`src/rtl/keypad_entry_controller.sv`:
```
// Debounces keypad presses into a BCD digit buffer and hands complete entries over valid/ready.
// Define ENTRY_TIMEOUT_EN to add an inactivity timer that clears a partial entry.
module keypad_entry_controller #(
    parameter int DIGITS          = 4,
    parameter int DEBOUNCE_CYCLES = 100000,
    parameter int TIMEOUT_CYCLES  = 200000000,
    parameter int CNT_W           = 28
) (
    input  logic                clk,
    input  logic                rst,
    input  logic                enable,
    input  logic                key_detected,
    input  logic [3:0]          key_value,
    input  logic                entry_ready,
    output logic                entry_valid,
    output logic [4*DIGITS-1:0] entry_data,
    output logic [2:0]          digit_count,
    output logic                key_pulse,
    output logic                timeout
);
    typedef enum logic [2:0] {IDLE, WAIT_PRESS, DEBOUNCE, WAIT_RELEASE, PRESENT} state_t;

    localparam logic [CNT_W-1:0] CNT_MAX      = {CNT_W{1'b1}};
    // The sample that enters DEBOUNCE already counts as the first stable one.
    localparam logic [CNT_W-1:0] PRESS_LAST   = CNT_W'(DEBOUNCE_CYCLES - 2);
    localparam logic [CNT_W-1:0] RELEASE_LAST = CNT_W'(DEBOUNCE_CYCLES - 1);
    localparam logic [2:0]       FULL         = 3'(DIGITS);
    localparam logic [3:0]       KEY_BACK     = 4'd14;

    state_t              state, state_next;
    logic [CNT_W-1:0]    cnt, cnt_next;
    logic [3:0]          cand, cand_next;
    logic [4*DIGITS-1:0] buffer, buffer_next;
    logic [2:0]          count, count_next;
    logic                valid_next, pulse_next;

`ifdef ENTRY_TIMEOUT_EN
    localparam logic [CNT_W-1:0] TIMEOUT_LAST = CNT_W'(TIMEOUT_CYCLES - 1);
    logic [CNT_W-1:0] timer, timer_next;
    logic             timeout_next;
`endif

    function automatic logic [CNT_W-1:0] sat_inc(input logic [CNT_W-1:0] v);
        return (v == CNT_MAX) ? v : v + CNT_W'(1);
    endfunction

    always_comb begin
        state_next  = state;
        cnt_next    = cnt;
        cand_next   = cand;
        buffer_next = buffer;
        count_next  = count;
        valid_next  = entry_valid;
        pulse_next  = 1'b0;
`ifdef ENTRY_TIMEOUT_EN
        timer_next   = timer;
        timeout_next = 1'b0;
`endif
        case (state)
            IDLE: if (enable) state_next = WAIT_PRESS;
            WAIT_PRESS: if (key_detected) begin
                cand_next  = key_value;
                cnt_next   = '0;
                state_next = DEBOUNCE;
            end
            DEBOUNCE: begin
                if (!key_detected) begin
                    cnt_next   = '0;
                    state_next = WAIT_PRESS;
                end else if (key_value != cand) begin
                    cand_next = key_value;
                    cnt_next  = '0;
                end else if (cnt >= PRESS_LAST) begin
                    pulse_next = 1'b1;
                    cnt_next   = '0;
                    state_next = WAIT_RELEASE;
                    if (cand <= 4'd9) begin
                        buffer_next      = buffer << 4;
                        buffer_next[3:0] = cand;
                        count_next       = count + 3'd1;
                    end else if (cand == KEY_BACK && count != 3'd0) begin
                        buffer_next = buffer >> 4;
                        count_next  = count - 3'd1;
                    end
                end else begin
                    cnt_next = sat_inc(cnt);
                end
            end
            WAIT_RELEASE: begin
                if (key_detected) begin
                    cnt_next = '0;
                end else if (cnt >= RELEASE_LAST) begin
                    cnt_next   = '0;
                    valid_next = (count == FULL);
                    state_next = (count == FULL) ? PRESENT : WAIT_PRESS;
                end else begin
                    cnt_next = sat_inc(cnt);
                end
            end
            PRESENT: if (entry_ready) begin
                valid_next  = 1'b0;
                buffer_next = '0;
                count_next  = 3'd0;
                state_next  = enable ? WAIT_PRESS : IDLE;
            end
            default: state_next = IDLE;
        endcase

`ifdef ENTRY_TIMEOUT_EN
        // An accepted press wins over a timer expiry in the same cycle.
        if (state == IDLE || state == PRESENT || pulse_next) begin
            timer_next = '0;
        end else if (count != 3'd0) begin
            if (timer >= TIMEOUT_LAST) begin
                timer_next   = '0;
                timeout_next = 1'b1;
                buffer_next  = '0;
                count_next   = 3'd0;
                cnt_next     = '0;
                valid_next   = 1'b0;
                state_next   = key_detected ? WAIT_RELEASE : WAIT_PRESS;
            end else begin
                timer_next = sat_inc(timer);
            end
        end
`endif

        // A pending entry survives enable dropping; everything else is abandoned.
        if (!enable && state != PRESENT) begin
            state_next  = IDLE;
            buffer_next = '0;
            count_next  = 3'd0;
            cnt_next    = '0;
            pulse_next  = 1'b0;
            valid_next  = 1'b0;
`ifdef ENTRY_TIMEOUT_EN
            timer_next   = '0;
            timeout_next = 1'b0;
`endif
        end
    end

    always_ff @(posedge clk) begin
        if (rst) begin
            state       <= IDLE;
            cnt         <= '0;
            cand        <= '0;
            buffer      <= '0;
            count       <= 3'd0;
            entry_valid <= 1'b0;
            key_pulse   <= 1'b0;
        end else begin
            state       <= state_next;
            cnt         <= cnt_next;
            cand        <= cand_next;
            buffer      <= buffer_next;
            count       <= count_next;
            entry_valid <= valid_next;
            key_pulse   <= pulse_next;
        end
    end

`ifdef ENTRY_TIMEOUT_EN
    always_ff @(posedge clk) begin
        if (rst) begin
            timer   <= '0;
            timeout <= 1'b0;
        end else begin
            timer   <= timer_next;
            timeout <= timeout_next;
        end
    end
`else
    assign timeout = 1'b0;
`endif

    assign entry_data  = buffer;
    assign digit_count = count;
endmodule

```
`config.mk`:
```
export PLATFORM = sky130hd
export DESIGN_NAME = keypad_entry_controller
export DESIGN_NICKNAME = d
export VERILOG_FILES = /design/src/rtl/keypad_entry_controller.sv
export SDC_FILE = /design/constraint.sdc
export NUM_CORES = 1
export LEC_CHECK = 0
export CORE_ASPECT_RATIO = 1.4
export CORE_MARGIN = 2
export CORE_UTILIZATION = 59
export CTS_BUF_LIST = sky130_fd_sc_hd__clkbuf_8
export DETAILED_ROUTE_END_ITERATION = 12
export PLACE_DENSITY = 0.82
export SKIP_CTS_REPAIR_TIMING = 1
export SLEW_MARGIN = 20
export SYNTH_ARGS = -nofsm -noshare
export SYNTH_HDL_FRONTEND = slang
export SYNTH_SLANG_ARGS = --single-unit
export TNS_END_PERCENT = 50
```
`constraint.sdc`:
```
create_clock -name clk -period 3.6 [get_ports clk]
set_input_delay 0.72 -clock clk [delete_from_list [all_inputs] [get_ports clk]]
set_output_delay 0.72 -clock clk [all_outputs]
set_load 0.005 [all_outputs]
```
* After elaboration in Yosys (flattened, before gate mapping)
Cells that the tools add are included.
** Storage, ports and cells
- Word-level logic and storage cells :: 94
- Input bits :: 9
- Output and inout bits :: 22
- Memory bits (writable) :: 0
- Bits in read-only memories :: 0
- Memories kept :: 0
- Register bits after elaboration :: 56
- Bits in latches :: 0
** Operators by class
- Shifts and indexed selects :: 0
- Equality and inequality tests :: 21
- $mul :: 0
- Reductions and logical operators :: 16
- Divide/modulo/power cells :: 0
- Add/subtract/negate cells :: 3
- Magnitude comparators :: 3
- Multiplexer cells :: 42
- Bitwise logic cells :: 2
** Operators by type and width (count)
- 2-to-1 mux 28 bit :: 7
- 2-to-1 mux 16 bit :: 6
- one-hot mux 28 bit (3 select lines) :: 1
- >= comparator 28 x 17 -> 1 bit, second input constant :: 2
- 2-to-1 mux 3 bit :: 15
- one-hot mux 16 bit (2 select lines) :: 1
- adder 28 x 1 -> 28 bit, second input constant :: 1
- == test 28 bit, second input constant :: 1
- inequality test 2 bit, second input constant :: 9
- one-hot mux 3 bit (5 select lines) :: 1
- 2-to-1 mux 4 bit :: 3
- inequality test 3 bit, second input constant :: 4
- one-hot mux 4 bit (2 select lines) :: 1
- AND reduction 4 bit :: 2
- AND reduction 7 bit :: 1
- == test 3 x 2 -> 1 bit, second input constant :: 2
- == test 3 bit, second input constant :: 2
- one-hot mux 3 bit (2 select lines) :: 1
- AND reduction 6 bit :: 1
- nonzero test 2 bit :: 3
- nonzero test 3 bit :: 2
- 2-to-1 mux 1 bit :: 5
- OR reduction 5 bit :: 1
- == test 4 bit, second input constant :: 1
- 12 further kinds :: 14

* Longest topological paths before layout
Gate-level depths: netlist of run 1.
- Depth in word-level cells :: 8
- Depth in mapped cells :: 10
- Mapped depth without buffers :: 8

* Worst setup path before layout of run 1
OpenSTA, ideal clock, no wires.
- Path type :: reg-to-reg
- Start point :: reg cand[1]
- End point :: reg count[2] (netlist: digit_count[2])
- Data required time :: 3.542 ns
- Arrival time :: 2.426 ns
- Path buffers :: 2
- Setup slack :: 1.116 ns
- Stages on the path, launching flop included :: 10
- Period minus slack after synthesis :: 2.484 ns
- Cells stage by stage :: dfxtp_1 -> clkbuf_1 -> o21ai_1 -> clkbuf_1 -> inv_1 -> fa_1 -> xor2_1 -> or2_2 -> o31ai_1 -> a31o_2
** On the way
- Word-level cells in the longest chain between the ends :: 6
- Elaborated cells between the ends (all ways) :: 12
- Those cells by class :: order compare (1); eq/ne (4); mux (5); reduce/logical (2)
** RTL lines
- start, declared :: line 32 : logic [3:0] cand, cand_next;
- start signal, assigned :: line 155 : cand <= cand_next;
- <= comparator 4 bit :: line 77 : if (cand <= 4'd9) begin
- 2-to-1 mux 3 bit :: line 77
- 2-to-1 mux 3 bit :: line 73 : end else if (cnt >= PRESS_LAST) begin
- 2-to-1 mux 3 bit :: line 70 : end else if (key_value != cand) begin
- 2-to-1 mux 3 bit :: line 67 : if (!key_detected) begin
- one-hot mux 3 bit (2 select lines) :: line 59 : case (state)
- end signal, assigned :: line 157 : count <= count_next;
- end, declared :: line 34 : logic [2:0] count, count_next;
Parallel ways exist; a longest one is shown, timed or not. The select of a mux whose other input is x is not followed.
A chain may end at the register's enable or synchronous reset.

* Final worst setup path of run 1
- Start point :: in rst
- End point :: reg cnt[6]
** On the way
- Word-level cells in the longest chain between the ends :: 1
** RTL lines
- start, declared :: line 10 : input logic rst,
- OR reduction 2 bit (no line)
- end signal, assigned :: line 154 : cnt <= cnt_next;
- end, declared :: line 31 : logic [CNT_W-1:0] cnt, cnt_next;
Every way passes these cells.

==> impl_metrics.env, run 1 <==
export IMPL_preCtsSetupSlack_ps=451
export IMPL_ys_flop_type="dfxtp_1"
export IMPL_skew_ps=7.27
export IMPL_final_cell_mix="nand2_1 (56), dfxtp_1 (56), clkdlybuf4s50_1 (29), nand3_1 (21), mux2i_1 (21)"
export IMPL_dr_first_iter_drc_count=218
export IMPL_finalSetupTns_ps=0
export IMPL_leakage_uw=0.00130
export IMPL_cts_buffers=5
export IMPL_wl_um=6860
export IMPL_pwr_density_cell_mw_per_mm2=306
export IMPL_grt_max_degree=25
export IMPL_die_w_um=64.5
export IMPL_slew_violations=0
export IMPL_ir_drop_mv=0.252
export IMPL_antenna_found_initial=0
export IMPL_synth_seq_area_share_pct=37.1
export IMPL_syn_avg_cell_area_um2=8.66
export IMPL_synth_area_mm2=0.00302
export IMPL_power_total_uw=1040
export IMPL_crit_required_ps=3840
export IMPL_fmax_mhz=354
export IMPL_final_nets=382
export IMPL_boundaryPins=31
export IMPL_ant_nets=0
export IMPL_area_growth_pct=12.5
export IMPL_rsz0062_at_grt="false"
export IMPL_worstSetupPathType="in -> reg"
export IMPL_portBuffers=29
export IMPL_worstSetupEndpointType="register"
export IMPL_crit_fanout=23
export IMPL_fill_cells=408
export IMPL_gp_congestion=0.921
export IMPL_cts_tree="built"
export IMPL_synthCells=349
export IMPL_hp_class="reg -> reg"
export IMPL_arrival_ps=3060
export IMPL_core_mm2=0.00488
export IMPL_grt_pass1_wl_um=11800
export IMPL_grt_usage_pct=26.1
export IMPL_vias_per_cell=6.17
export IMPL_reg2regPathDepth=6
export IMPL_ctsHtreeMaxLevel=2
export IMPL_synth_async_sr_flop_share_pct=0
export IMPL_synth_seq_cells=56
export IMPL_regArea_mm2=0.00112
export IMPL_start_util_pct=61.9
export IMPL_fin_crit_sh_pct=78.4
export IMPL_multi_input_area_mm2=0.00176
export IMPL_clock_latency_ps=310
export IMPL_fin_ws_ps=777
export IMPL_hpwl_um=5050
export IMPL_setup_viol=0
export IMPL_globalRoute_totalOverflow=0
export IMPL_whs_path_depth=2
export IMPL_clockBufferDepth=2
export IMPL_worst_slew_pin_slew_ps=965
export IMPL_yosys_warnings=0
export IMPL_num_rows=30
export IMPL_route_detailed_drc=0
export IMPL_clock_sinks=56
export IMPL_status="complete, no violations"
export IMPL_num_vias=2683
export IMPL_max_slew_margin_rel_pct=35.7
export IMPL_dieArea_mm2=0.00572
export IMPL_drive_above_1_share_pct=9.97
export IMPL_syn_nets=361
export IMPL_worstSetupStartpointType="primary input"
export IMPL_clock_root_buffer="clkbuf_8"
export IMPL_clkSlewWorstSetupHoldPaths_ps=100
export IMPL_max_cap_violations=0
export IMPL_drtPass1Iterations=5
export IMPL_post_route_min_period_ps=2820
export IMPL_ys_types=59
export IMPL_synth_edff_count=0
export IMPL_finalHoldViolCount=0
export IMPL_die_y_um=88.7
export IMPL_r2r_setup_slack_ps=830
export IMPL_first_global_vias=2579
export IMPL_antennaDiodeCount=0
export IMPL_routedWlPerCell_um=15.8
## state kept, by name, indices dropped and copies added, names as in the netlist
| name | count |
|---|---|
| cand | 4 |
| digit_count | 3 |
| cnt | 28 |
| entry_data | 16 |
| entry_valid | 1 |
| state | 3 |
| key_pulse | 1 |
## stage by stage
stage	cells	hold slack [ps]	util, %	area [um2]
after floorplan	349	454	-	3020
after global placement	427	462	67.8	3310
after detailed placement	427	470	67.8	3310
after CTS	435	484	69.7	3400
after global routing	435	510	69.7	3400
final	435	480	69.7	3400
## synthesized netlist by cell type (2+ instances only)
master    count  share of area, %
mux2i_1      21               7.0
o31a_1        2              0.58
nor2b_1       3              0.62
o21ai_0       8               1.3
a31o_2        3              0.87
inv_1         8              0.99
buf_4         3              0.75
nor2_1       13               1.6
nand2b_1      3              0.62
mux2_2        9               3.4
clkbuf_1     10               1.2
dfxtp_1      56                37
nand4_1       9               1.9
a211oi_1      3              0.75
nor4_2        2              0.83
a22oi_1       3              0.75
or3_1         2              0.41
nand3_1      21               3.5
nand2_1      56               7.0
nor3_1       13               2.2
buf_6         4               1.5
a21oi_1      10               1.7
buf_2         2              0.33
and2_1       14               2.9
o211a_1       2              0.66
nor3b_1       2              0.50
or2_2         3              0.62
ha_1          2              0.83
o31ai_1       4              0.99
o22ai_1       2              0.41
and4_1        4               1.2
a22o_1        2              0.58
xnor2_1       4               1.2
nor4_1        2              0.41
and3_1        4              0.83
o21a_1        2              0.50
o21ai_1       2              0.33
a21boi_0      3              0.75
a31oi_1      13               2.7
## metal layers
metal  global-route usage, %  wire [um]  vias to the layer above
met1                    28.4       2730                     1279
met3                    4.96        272                       18
met5                       0          0                        -
li1                        -          -                     1309
met4                    10.4        183                        0
met2                    49.7       3670                       77
## area by class of cell
class / instances / area share, %
Timing Repair Buffer: 33 / 9.42
Tap cell: 64 / 2.36
Multi-Input combinational cell: 266 / 51.6
Clock buffer: 6 / 2.43
Clock inverter: 2 / 0.294
Sequential cell: 56 / 33.0
Inverter: 8 / 0.883
## cells by family (layout without fill, tap and decap cells)
kind of cell             Yosys count  in the layout  synth area share, %
AND/OR/NAND/NOR                  156            156                 27.0
AO/OA/AOI/OAI                     71             71                 17.7
flip-flops                        56             56                 37.1
multiplexers                      30             30                 10.3
buffers and inverters             27             49                 4.80
XOR/XNOR                           5              5                 1.45
adder cells (fa/ha/maj)            3              3                 1.49
other                              1              1                0.124
## worst max-delay path, cell delays in order
cell and delay, ps:
clkdlybuf4s50_1 540, o21bai_2 360, or4_4 590, o32ai_4 470, o21ai_1 140, a31oi_1 220
## report_power, final
group	internal (uW)	switching [uW]	leakage (uW)
sequential	622	5.56	0.000451
clock	154	201	0.0000510
combinational	24.9	33.3	0.000795
## path summary, 6_finish.rpt
check                                     from              to
worst max-delay path                       rst          cnt[6]
worst min-delay path            entry_data[15]  entry_data[15]
worst max register to register          cnt[8]   entry_data[6]
worst min register to register  entry_data[15]  entry_data[15]
No activity file was read; power rests on OpenSTA's default activity.
==> run 2: changes to the inputs <==
--- a/config.mk
+++ b/config.mk
@@ -7,10 +7,10 @@
 export LEC_CHECK = 0
 export CORE_ASPECT_RATIO = 1.4
 export CORE_MARGIN = 2
-export CORE_UTILIZATION = 59
+export CORE_UTILIZATION = 53
 export CTS_BUF_LIST = sky130_fd_sc_hd__clkbuf_8
 export DETAILED_ROUTE_END_ITERATION = 12
-export PLACE_DENSITY = 0.82
+export PLACE_DENSITY = 0.78
 export SKIP_CTS_REPAIR_TIMING = 1
 export SLEW_MARGIN = 20
 export SYNTH_ARGS = -nofsm -noshare
==> constraint.sdc (replaced) <==
create_clock -name clk -period 2.3 [get_ports clk]
set_input_delay 0.46 -clock clk [delete_from_list [all_inputs] [get_ports clk]]
set_output_delay 0.46 -clock clk [all_outputs]
set_load 0.005 [all_outputs]
==> run 2 against run 1 <==
Global-route usage fell by 1.9 points. Combinational power rose by 86%. Clock-buffer cell count fell by 1. Final cell count rose by 6.7%. Clock power rose by 63%. First-iteration DRC count fell by 45%. Critical path depth rose by 1. Sequential power rose by 57%. Highest routed layer unchanged.
==> impl_metrics.env, run 2 (synthesis gave the netlist of run 1 again) <==
export IMPL_finalSetupTns_ps=0
export IMPL_die_y_um=93.3
export IMPL_drtPass1Iterations=4
export IMPL_antennaDiodeCount=0
export IMPL_ant_nets=0
export IMPL_ir_drop_mv=0.267
export IMPL_fin_crit_sh_pct=94.4
export IMPL_hp_class="reg -> reg"
export IMPL_core_mm2=0.00553
export IMPL_critPathCapture="entry_data[14]"
export IMPL_largest_register_ffs=28
export IMPL_fin_hold_ws_ps=482
export IMPL_place_area_mm2=0.00354
export IMPL_dr_first_iter_drc_count=120
export IMPL_worstSetupPathType="reg -> reg"
export IMPL_max_slew_margin_rel_pct=60.5
export IMPL_worstSetupStartpointType="register"
export IMPL_final_area_mm2=0.00364
export IMPL_die_w_um=67.8
export IMPL_clock_root_buffer="clkbuf_8"
export IMPL_rsz0062_at_grt="true"
export IMPL_arrival_ps=2420
export IMPL_slew_violations=0
export IMPL_dieArea_mm2=0.00633
export IMPL_crit_fanout=16
export IMPL_skew_ps=7.87
export IMPL_max_cap_violations=0
export IMPL_worstSetupEndpointType="register"
export IMPL_setup_viol=0
export IMPL_pwr_density_cell_mw_per_mm2=458
export IMPL_final_cell_mix="nand2_1 (56), dfxtp_1 (56), clkdlybuf4s50_1 (29), buf_4 (26)"
export IMPL_ctsHtreeMaxLevel=2
export IMPL_area_growth_pct=20.6
export IMPL_final_nets=407
export IMPL_globalRoute_totalOverflow=0
export IMPL_wl_um=7240
export IMPL_portBuffers=29
export IMPL_vias_per_cell=5.90
export IMPL_hpwl_um=5340
export IMPL_r2r_end="entry_data[14]"
export IMPL_boundaryPins=31
export IMPL_first_global_vias=2593
export IMPL_leakage_uw=0.00144
export IMPL_antenna_found_initial=0
export IMPL_worst_slew_pin_slew_ps=588
export IMPL_route_detailed_drc=0
export IMPL_crit_required_ps=2550
export IMPL_r2r_setup_slack_ps=130
export IMPL_grt_max_degree=24
export IMPL_finalHoldViolCount=0
export IMPL_clockBufferDepth=2
export IMPL_clkSlewWorstSetupHoldPaths_ps=100
export IMPL_gp_congestion=0.897
export IMPL_drive_above_1_share_pct=16.4
export IMPL_clock_latency_ps=320
export IMPL_r2r_start="cnt[8]"
export IMPL_cts_buffers=5
export IMPL_start_util_pct=54.7
export IMPL_fmax_mhz=461
export IMPL_grt_usage_pct=24.2
export IMPL_num_rows=32
export IMPL_grt_pass1_wl_um=11900
export IMPL_reg2regPathDepth=7
export IMPL_status="complete, no violations"
export IMPL_crit_start="cnt[8]"
export IMPL_clock_sinks=56
export IMPL_routedWlPerCell_um=15.6
export IMPL_post_route_min_period_ps=2170
export IMPL_hp_start="entry_valid"
export IMPL_largest_register="cnt"
export IMPL_num_vias=2736
export IMPL_cts_tree="built"
-- run 2: cell count changes in the layout (fill, tap and decap cells not counted), sizes merged --
cell,previous run,this run
buf,4,29
clkbuf,6,5
clkinv,2,1
inv,8,10
-- run 2: area by class of cell --
cell class              count  area [um2]
clock buffers               5        68.8
clock inverters             3        26.3
fillers                   463        1880
inverters                   8        30.0
multi-input cells         266        1770
flip-flops and latches     56        1120
well taps                  68        85.1
repair buffers             58         546
-- run 2: routing by layer --
metal  vias up  global-route usage [%]  wire (um)
li1       1356                       -          -
met1      1301                    27.7       2980
met2        66                    44.5       3850
met3        13                    3.37        284
met4         0                    8.17        122
met5         -                       0          0
-- run 2: metrics by stage --
step	utilization (%)	power, uW	worst slack [ps]	std cells
after floorplan	-	1060	51.6	349
after global placement	64.1	1110	-76.8	456
after detailed placement	64.1	1110	-161	456
after CTS	65.8	1680	102	464
after global routing	66.0	1720	-14.9	464
final	66.0	1670	129	464
-- run 2: worst min-delay path by stage --
stage / end / slack, ps / cells past startpoint
2_1_floorplan: cnt[19] / 450 / 1
3_3_place_gp: entry_data[13] / 460 / 2
3_5_place_dp: entry_data[1] / 460 / 2
4_1_cts: entry_valid / 480 / 2
5_1_grt: entry_valid / 500 / 2
6_report: entry_valid / 480 / 2
-- run 2: critical path: stages, from the launching register on --
cell and delay [ps]:
dfxtp_1 420, or3_1 410, a21oi_1 250, a21oi_2 140
o21bai_1 200, a21o_1 280, buf_12 210, mux2i_1 210
-- run 2: where the power goes --
group / switching [uW] / total (uW) / leakage (uW) / internal (uW)
logic: 56.3 / 108 / 0.000935 / 52.0
clock network: 352 / 577 / 0.0000491 / 225
registers: 9.45 / 983 / 0.000451 / 973
total: 417 / 1670 / 0.00144 / 1250
